==> config.mk <==
export PLATFORM = sky130hd
export DESIGN_NAME = display_page_sched
export DESIGN_NICKNAME = d
export VERILOG_FILES = /design/src/rtl/display_page_sched_pkg.sv /design/src/rtl/display_page_sched_page_search.sv /design/src/rtl/display_page_sched.sv
export SDC_FILE = /design/constraint.sdc
export NUM_CORES = 1
export LEC_CHECK = 0
export CORE_MARGIN = 2
export CORE_UTILIZATION = 50
export DETAILED_ROUTE_END_ITERATION = 7
export PLACE_DENSITY_LB_ADDON = 0.05
export SYNTH_ARGS = -nofsm -noshare
export SYNTH_HDL_FRONTEND = slang
export SYNTH_SLANG_ARGS = --single-unit
==> constraint.sdc <==
create_clock -name clk -period 5.5 [get_ports clk]
set_clock_uncertainty 0.15 [all_clocks]
set_input_delay 1.1 -clock clk [delete_from_list [all_inputs] [get_ports clk]]
set_output_delay 1.1 -clock clk [all_outputs]
set_load 0.01 [all_outputs]
==> src/rtl/display_page_sched_pkg.sv <==
// Shared constants and state encoding for the display page scheduler.
package display_page_sched_pkg;

    localparam int NUM_PAGES = 8;

    typedef enum logic {
        ST_ROTATE = 1'b0,
        ST_ALERT  = 1'b1
    } state_t;

    localparam logic DIR_UP   = 1'b1;
    localparam logic DIR_DOWN = 1'b0;

endpackage

==> src/rtl/display_page_sched_page_search.sv <==
// Circular search for the nearest set mask bit strictly after (dir=1) or
// before (dir=0) cur; wraps around and lands on cur itself if only cur is set.
module display_page_sched_page_search
    import display_page_sched_pkg::*;
(
    input  logic [2:0] cur,
    input  logic [7:0] mask,
    input  logic       dir,
    output logic [2:0] idx
);

    logic [2:0]           w_cand [NUM_PAGES];
    logic [NUM_PAGES-1:0] w_hit;

    generate
        for (genvar gi = 0; gi < NUM_PAGES; gi++) begin : g_cand
            // Distance gi+1 from cur; the 3-bit wrap gives the circular order.
            assign w_cand[gi] = dir ? (cur + 3'(gi + 1)) : (cur - 3'(gi + 1));
            assign w_hit[gi]  = mask[w_cand[gi]];
        end
    endgenerate

    always_comb begin
        idx = cur;
        for (int k = NUM_PAGES - 1; k >= 0; k--) begin
            if (w_hit[k]) begin
                idx = w_cand[k];
            end
        end
    end

endmodule

==> src/rtl/display_page_sched.sv <==
// Display page sequencer: auto-rotation, manual next/prev and preemptive
// alert pages with a fixed hold, all feeding the 7-segment content mux select.
module display_page_sched
    import display_page_sched_pkg::*;
#(
    parameter int DWELL_TICKS = 3000,
    parameter int HOLD_TICKS  = 2000,
    parameter int CW          = 16
) (
    input  logic       clk,
    input  logic       reset,
    input  logic       tick,
    input  logic       auto_en,
    input  logic [7:0] page_en,
    input  logic       next,
    input  logic       prev,
    input  logic [7:0] alert_req,
    output logic [3:0] sel,
    output logic       page_changed,
    output logic [7:0] alert_ack,
    output logic       alert_active
);

    state_t        r_state;
    logic [2:0]    r_sel;
    logic [2:0]    r_home;
    logic [7:0]    r_pending;
    logic [CW-1:0] r_counter;
    logic          r_page_changed;
    logic [7:0]    r_alert_ack;
    logic          r_alert_active;

    state_t        w_state_next;
    logic [2:0]    w_sel_next;
    logic [2:0]    w_home_next;
    logic [7:0]    w_pending_next;
    logic [CW-1:0] w_counter_next;
    logic [7:0]    w_ack_next;

    logic [7:0]    w_em;
    logic [7:0]    w_pend_all;
    logic [7:0]    w_pend_onehot;
    logic [2:0]    w_next_idx;
    logic [2:0]    w_prev_idx;
    logic [2:0]    w_pend_idx;
    logic          w_dwell_last;
    logic          w_hold_last;

    // An empty mask falls back to page 0 so the rotation always has a target.
    assign w_em          = (page_en == 8'h00) ? 8'h01 : page_en;
    assign w_pend_all    = r_pending | alert_req;
    assign w_pend_onehot = 8'h01 << w_pend_idx;
    assign w_dwell_last  = (r_counter == CW'(DWELL_TICKS - 1));
    assign w_hold_last   = (r_counter == CW'(HOLD_TICKS - 1));

    display_page_sched_page_search u_search_next (
        .cur  (r_sel),
        .mask (w_em),
        .dir  (DIR_UP),
        .idx  (w_next_idx)
    );

    display_page_sched_page_search u_search_prev (
        .cur  (r_sel),
        .mask (w_em),
        .dir  (DIR_DOWN),
        .idx  (w_prev_idx)
    );

    // Searching upward from 7 yields the lowest set pending bit.
    display_page_sched_page_search u_search_pend (
        .cur  (3'd7),
        .mask (w_pend_all),
        .dir  (DIR_UP),
        .idx  (w_pend_idx)
    );

    always_comb begin
        w_state_next   = r_state;
        w_sel_next     = r_sel;
        w_home_next    = r_home;
        w_pending_next = w_pend_all;
        w_counter_next = r_counter;
        w_ack_next     = 8'h00;

        case (r_state)
            ST_ROTATE: begin
                if (w_pend_all != 8'h00) begin
                    w_state_next   = ST_ALERT;
                    w_home_next    = r_sel;
                    w_sel_next     = w_pend_idx;
                    w_pending_next = w_pend_all & ~w_pend_onehot;
                    w_ack_next     = w_pend_onehot;
                    w_counter_next = '0;
                end else if (next ^ prev) begin
                    w_sel_next     = next ? w_next_idx : w_prev_idx;
                    w_counter_next = '0;
                end else if (!auto_en) begin
                    w_counter_next = '0;
                end else if (tick) begin
                    if (w_dwell_last) begin
                        w_sel_next     = w_next_idx;
                        w_counter_next = '0;
                    end else begin
                        w_counter_next = r_counter + 1'b1;
                    end
                end
            end
            ST_ALERT: begin
                if (tick) begin
                    if (!w_hold_last) begin
                        w_counter_next = r_counter + 1'b1;
                    end else if (w_pend_all != 8'h00) begin
                        w_sel_next     = w_pend_idx;
                        w_pending_next = w_pend_all & ~w_pend_onehot;
                        w_ack_next     = w_pend_onehot;
                        w_counter_next = '0;
                    end else begin
                        w_state_next   = ST_ROTATE;
                        w_sel_next     = r_home;
                        w_counter_next = '0;
                    end
                end
            end
            default: begin
                w_state_next = ST_ROTATE;
            end
        endcase
    end

    always_ff @(posedge clk) begin
        if (reset) begin
            r_state        <= ST_ROTATE;
            r_sel          <= 3'd0;
            r_home         <= 3'd0;
            r_pending      <= 8'h00;
            r_counter      <= '0;
            r_page_changed <= 1'b0;
            r_alert_ack    <= 8'h00;
            r_alert_active <= 1'b0;
        end else begin
            r_state        <= w_state_next;
            r_sel          <= w_sel_next;
            r_home         <= w_home_next;
            r_pending      <= w_pending_next;
            r_counter      <= w_counter_next;
            r_page_changed <= (w_sel_next != r_sel);
            r_alert_ack    <= w_ack_next;
            r_alert_active <= (w_state_next == ST_ALERT);
        end
    end

    assign sel          = {1'b0, r_sel};
    assign page_changed = r_page_changed;
    assign alert_ack    = r_alert_ack;
    assign alert_active = r_alert_active;

endmodule

==> results_dict.tcl, run 1 <==
set metrics [dict create \
    run_status "finished clean" \
    ctsHoldBuffers 0 \
    power.clock.fraction_pct 32.4 \
    power_per_cell_area_nw_per_um2 222.0 \
    rsz_0062_raised_after_global_routing "false" \
    clock_sink_count 40 \
    synth_enable_flop_cells 0 \
    synthesis.area_per_instance_sq_um 7.442 \
    grt_max_degree 22 \
    final_replace_weighted_congestion 0.8699 \
    timing.final.crit_period_ps 4251 \
    io_pins 36 \
    reg2reg_slack_ps 1670 \
    critical_path_peak_fanout 6 \
    die_height_microns 81.16 \
    hold_path_class "reg2reg" \
    clock_tree.root_cell "sky130_fd_sc_hd__clkbuf_8" \
    hold_viol 0 \
    seqPwrFrac_pct 39.4 \
    critical_path.endpoint_type "flip-flop" \
    detail_route.drc_violations 0 \
    yosysSeqAreaShare_pct 26.90 \
    leakage_nw 1.215 \
    groute.usage.overall_pct 25.63 \
    yosysWarningCount 0 \
    core.rowCount 28 \
    setup.worst_path.class "in2reg" \
    grt_antenna_before_repair 0 \
    synth_simple_gate_area_share_pct 30.01 \
    synth_xor_area_share_pct 3.825 \
    maximum_vdd_drop_uv 245.3 \
    drt.antenna.violating_nets 0 \
    dr_total_vias 3117 \
    antenna_cells_inserted 0 \
    cts_setup_buffers 0 \
    critical_path_cell_with_the_highest_stage_delay "sky130_fd_sc_hd__a2111oi_2" \
    internal_power_uw 524.5 \
    hold_end "r_home[2]" \
    critical_path_required_ps 5510 \
    dieWidth_microns 81.16 \
    holdPathStages 2 \
    timing.final.crit_share_pct 77.29 \
    first_iter_violations 177 \
    reg2reg_to "page_changed" \
    timing.final.max_slew_violations 0 \
    ctsResizeCount 0 \
    post_synth_fa_ha_maj_area_fraction_pct 1.261 \
    grt_pass1_wl_microns 13320 \
    cts_inserted_buffers 5 \
    netlist_area_sq_um 2977 \
    drt_wl_total_microns 8027 \
    drive_above_1_share_pct 8.140 \
    timing.slew.headroom_pct 43.68 \
    clkSlewWorstSetupHoldPaths_ps 80 \
    power_switching_uw 248.0 \
    hpwl_dp_microns 5950 \
    synth_async_sr_flop_share_pct 0 \
    crit_path_cell_trace "clkdlybuf4s50_1, nor3_1, a2111oi_2, o41ai_1, a221oi_1, o21ai_1, a21oi_1, mux2_4, a211o_1, a32oi_1, a41oi_2" \
    synth.ff_latch_count 40 \
    yosys.cell_types.count 68 \
    insertion_delay_ps 300 \
    timing.hold.worst.start "r_home[2]" \
    clock_tree.htree_level_count 2 \
    postSynthCellCount 400 \
    avgViaCountPerCell 6.172 \
    r2r-start "r_sel[0]" \
    setup_viol_count_final 0 \
    timing.setup.tns_ps 0 \
    muxShareOfSynthArea_pct 5.717 \
    flow.area_growth_from_synthesis_pct 16.90 \
    firstDrtPassIters 4 \
    critPathArrivalTime_ps 4260 \
    routed_wire_length_per_instance_microns 15.90 \
    via_count_of_the_first_global_routing_pass 2822 \
    worst-slew-pin-transition_ps 842.9 \
    final_nets 454 \
    worst_r2r_path_depth 12 \
    synth_top_family_by_area "simple AND/OR/NAND/NOR gates" \
    grt_overflow_total 0 \
    max-clock-path-buffers 2 \
    report.power.total_uw 772.5 \
    synth_flop_cell "sky130_fd_sc_hd__dfxtp_1" \
    fin_hold_ws_ps 327.6 \
    worstSetupStartpointType "primary input" \
    floorplan.die_area_sq_um 6586 \
    max_clock_freq_mhz 235.2 \
    initial_utilization_pct 50.88 \
    tritoncts "yes" \
    cap_viol_max_count 0 \
    cp_slowest_stage_delay_ps 750 \
    core-area_sq_um 5851 \
    netSwitchingFraction_pct 32.10 \
    synth_compound_area_share_pct 28.21 \
    p_comb_share_pct 28.2 \
    port-buffer-count 34 \
    syn-num-nets 425 \
]
==> synth_stat cells, types with 4 or more instances <==
master	count	area, sq um
sky130_fd_sc_hd__nor2_1	58	217.7
sky130_fd_sc_hd__dfxtp_1	40	800.8
sky130_fd_sc_hd__nand2b_1	9	56.30
sky130_fd_sc_hd__buf_2	4	20.02
sky130_fd_sc_hd__inv_1	7	26.28
sky130_fd_sc_hd__nor4_1	4	25.02
sky130_fd_sc_hd__clkbuf_1	11	41.29
sky130_fd_sc_hd__a211oi_1	8	60.06
sky130_fd_sc_hd__o21ai_1	4	20.02
sky130_fd_sc_hd__nand4_1	5	31.28
sky130_fd_sc_hd__a211o_1	6	52.55
sky130_fd_sc_hd__mux4_2	4	90.09
sky130_fd_sc_hd__nor3_1	17	85.08
sky130_fd_sc_hd__o21ai_0	21	105.1
sky130_fd_sc_hd__nand2_1	47	176.4
sky130_fd_sc_hd__or3_1	5	31.28
sky130_fd_sc_hd__and2_1	5	31.28
sky130_fd_sc_hd__a21oi_1	37	185.2
sky130_fd_sc_hd__xor2_1	9	78.83
sky130_fd_sc_hd__and3_1	7	43.79
sky130_fd_sc_hd__xnor2_1	4	35.03
sky130_fd_sc_hd__nand3_1	15	75.07
==> cells by family after synthesis <==
family,count (synthesis)
buffers and inverters,25
AOI/OAI and AO/OA,121
muxes,11
adders and majority gates,3
other,1
DFF,40
xor gates and xnor gates,13
and+or+nand+nor,186
==> metal layers <==
layer	global-route usage, %	vias to the layer above	share of wire (%)
li1	-	1538	-
met1	32.30	1463	45
met2	44.71	97	49
met3	3.444	19	4.2
met4	9.153	0	2.2
met5	0	-	0
==> state kept, by name (all words and copies together) (netlist names) <==
signal and count:
alert_ack 8, alert_active 1, page_changed 1, r_counter 16
r_home 3, r_pending 8, r_sel 3
==> power by group through the flow <==
stage / logic [mW] / clock network [mW] / registers [mW]
2_1_floorplan: 0.152 / 0 / 0.310
3_3_place_gp: 0.212 / 0 / 0.311
3_5_place_dp: 0.213 / 0 / 0.311
4_1_cts: 0.214 / 0.255 / 0.305
5_1_grt: 0.240 / 0.263 / 0.306
6_report: 0.218 / 0.250 / 0.305
==> placed cells by master, fill, tap and decap left out, drive strengths merged, types with 15 or more instances in the layout <==
master	Yosys	routed
a21oi	38	38
nand3	15	15
dfxtp	40	40
nor3	17	17
o21ai	25	25
clkdlybuf4s50	0	34
nor2	58	58
nand2	47	47
==> per-stage QoR <==
step	setup WS [ps]	util [%]	area (sq um)	cells
after floorplan	1518	-	2977	400
after global placement	1023	57.51	3364	497
after detailed placement	962.5	57.51	3364	497
after CTS	1266	59.47	3480	505
after global routing	957.4	59.47	3480	505
final	1249	59.47	3480	505
==> how the worst max path moves through the flow <==
stage / from / to / slack [ps] / cells past startpoint
2_1_floorplan: r_sel[1] / page_changed / 1520 / 15
3_3_place_gp: page_en[3] / page_changed / 1020 / 11
3_5_place_dp: page_en[3] / page_changed / 960 / 11
4_1_cts: page_en[3] / page_changed / 1270 / 11
5_1_grt: page_en[3] / page_changed / 960 / 11
6_report: page_en[3] / page_changed / 1250 / 11
==> critical path, delay by kind of cell <==
family | cells | cell delay [ps]
compound gates | 8 | 2110
mux | 1 | 330
simple gates | 1 | 130
buf+inv | 1 | 580
==> area by class of cell <==
cell class | instances | area, sq um
Sequential cell | 40 | 800.8
Timing Repair Buffer | 40 | 385.4
Tap cell | 75 | 93.84
Clock inverter | 3 | 46.29
Inverter | 7 | 26.28
Multi-Input combinational cell | 335 | 2058
Fill cell | 547 | 2371
Clock buffer | 5 | 68.82
No activity file was read; power rests on OpenSTA's default activity.
==> run 2: changes to the inputs <==
==> constraint.sdc (replaced) <==
create_clock -name clk -period 3.5 [get_ports clk]
set_clock_uncertainty 0.15 [all_clocks]
set_input_delay 0.7 -clock clk [delete_from_list [all_inputs] [get_ports clk]]
set_output_delay 0.7 -clock clk [all_outputs]
set_load 0.01 [all_outputs]
==> run 2 against run 1 <==
Net effect: count of clock-buffer cells in the layout did not move; register-to-register slack got worse by 1600 ps; clock power rose by 50%; largest cell class unchanged; sequential cell count did not move; critical path depth rose by 1; total power rose by 71%.
==> results_dict.tcl, run 2 (synthesis results as in run 1) <==
set metrics [dict create \
    bufs_and_invs_on_worst_path 2 \
    dieWidth_microns 81.16 \
    worst-slew-pin-transition_ps 644.4 \
    avgViaCountPerCell 5.949 \
    port-buffer-count 34 \
    grt_overflow_total 0 \
    clock_sink_count 40 \
    ctsHoldBuffers 0 \
    clock_tree.root_cell "sky130_fd_sc_hd__clkbuf_8" \
    hold_path_class "reg2reg" \
    final_replace_weighted_congestion 0.8923 \
    routed_wire_length_per_instance_microns 16.38 \
    max_clock_freq_mhz 292.5 \
    antenna_cells_inserted 0 \
    flow.area_growth_from_synthesis_pct 38.13 \
    critical_path_peak_fanout 5 \
    clock_tree.htree_level_count 2 \
    maximum_vdd_drop_uv 332.6 \
    run_status "finished clean" \
    die_height_microns 81.16 \
    critPathTopFamily "compound AO/OA/AOI/OAI gates" \
    detail_route.drc_violations 0 \
    setup_viol_count_final 0 \
    dpl_cell_area_sq_um 3836 \
    firstDrtPassIters 4 \
    worstSetupStartpointType "primary input" \
    timing.final.max_slew_violations 0 \
    drt_wl_total_microns 9355 \
    hpwl_dp_microns 6964 \
    filler_cell_count 496 \
    power_switching_uw 416.1 \
    critical_path_cell_with_the_highest_stage_delay "sky130_fd_sc_hd__a2111oi_4" \
    layout.area.seq_sq_um 802.0 \
    hold_viol 0 \
    critical_path.endpoint_type "flip-flop" \
    floorplan.die_area_sq_um 6586 \
    clkSlewWorstSetupHoldPaths_ps 80 \
    drt.antenna.violating_nets 0 \
    first_iter_violations 186 \
    drive_above_1_share_pct 24.19 \
    max-clock-path-buffers 2 \
    netSwitchingFraction_pct 31.42 \
    groute.usage.overall_pct 28.44 \
    power_per_cell_area_nw_per_um2 322.1 \
    io_pins 36 \
    largest_reg_flops 16 \
    initial_utilization_pct 50.88 \
    most_frequent_standard_cell_in_the_layout_excluding_fill_and_tap_cells "sky130_fd_sc_hd__buf_4" \
    multi_input_gate_area_sq_um 2201 \
    report.power.total_mw 1.324 \
    cp_slowest_stage_delay_ps 450 \
    tritoncts "yes" \
    grt_antenna_before_repair 0 \
    timing.slew.headroom_pct 56.98 \
    power.clock.fraction_pct 28.3 \
    cap_viol_max_count 0 \
    top_register "r_counter" \
    crit_path_cell_trace "dlygate4sd2_1, nor4_4, buf_4, a2111oi_4, o41ai_1, a221oi_1, o21ai_1, a21oi_2, mux2_4, a211o_1, a32oi_2, a41oi_2" \
    seqPwrFrac_pct 36.2 \
    final_nets 520 \
    setup.worst_path.class "in2reg" \
    layout.cell_area.non_filler_sq_um 4111 \
    dr_total_vias 3397 \
    via_count_of_the_first_global_routing_pass 3222 \
    cts_inserted_buffers 5 \
    core-area_sq_um 5851 \
    internal_power_uw 908.3 \
    timing.final.crit_share_pct 97.67 \
    leakage_nw 1.570 \
    timing.final.crit_period_ps 3419 \
    grt_max_degree 22 \
    grt_pass1_wl_microns 14650 \
    p_comb_share_pct 35.5 \
    insertion_delay_ps 290 \
    critical_path_required_ps 3500 \
    final_cell_mix "sky130_fd_sc_hd__buf_4 (72), sky130_fd_sc_hd__nor2_1 (57), sky130_fd_sc_hd__nand2_1 (45)" \
    critPathArrivalTime_ps 3420 \
    core.rowCount 28 \
]
run 2: final cells by class:
class | count | area share [%]
Timing Repair Buffer | 106 | 21.33
Tap cell | 75 | 2.282
Clock inverter | 3 | 1.035
Clock buffer | 5 | 1.674
Inverter | 7 | 0.6391
Sequential cell | 40 | 19.51
Multi-Input combinational cell | 335 | 53.53
run 2: power by group through the flow:
stage	clock network [mW]	logic, mW	registers (mW)
final	0.374	0.471	0.480
after global routing	0.393	0.510	0.481
after CTS	0.382	0.446	0.479
after detailed placement	0	0.430	0.490
after global placement	0	0.427	0.489
after floorplan	0	0.247	0.488
run 2: final timing paths:
kind	start	to	slack, ps	cells after the start
min reg2reg	r_home[0]	r_home[0]	340	2
max reg2reg	r_sel[0]	page_changed	80	12
max	page_en[5]	page_changed	80	12
min	r_home[0]	r_home[0]	340	2
run 2: through the flow:
| step | worst slack, ps | hold slack (ps) | setup TNS (ps) | utilization (%) | instances |
|---|---|---|---|---|---|
| finish | 81.39 | 342.3 | 0 | 70.27 | 571 |
| global route | -56.85 | 379.6 | -56.85 | 70.27 | 571 |
| CTS | 18.00 | 340.8 | 0 | 68.65 | 566 |
| detailed placement | -518.6 | 327.2 | -1640 | 65.57 | 556 |
| global placement | -413.1 | 318.7 | -1270 | 65.57 | 556 |
| floorplan | 6.105 | 304.3 | 0 | - | 400 |
run 2: what timing repair did:
action / CTS / global route
setup endpoints to repair: 3 / 3
resized for setup: 17 / 15
pin swaps: 7 / 10
setup buffers: 2 / 5
run 2: per-layer routing:
metal  part of all wire [%]  up-vias  track usage (%)  routed length [microns]
li1                       -     1664                -                        -
met1                     42     1613            34.36                     3889
met2                     53      108            52.64                     4958
met3                    3.8       12            2.556                      356
met4                    1.6        0            9.492                      150
met5                      0        -                0                        0
run 2: worst min-delay path, stage by stage (launching register included):
cell and delay [ps]:
sky130_fd_sc_hd__dfxtp_1 320, sky130_fd_sc_hd__o21ai_0 70, sky130_fd_sc_hd__a21oi_1 60
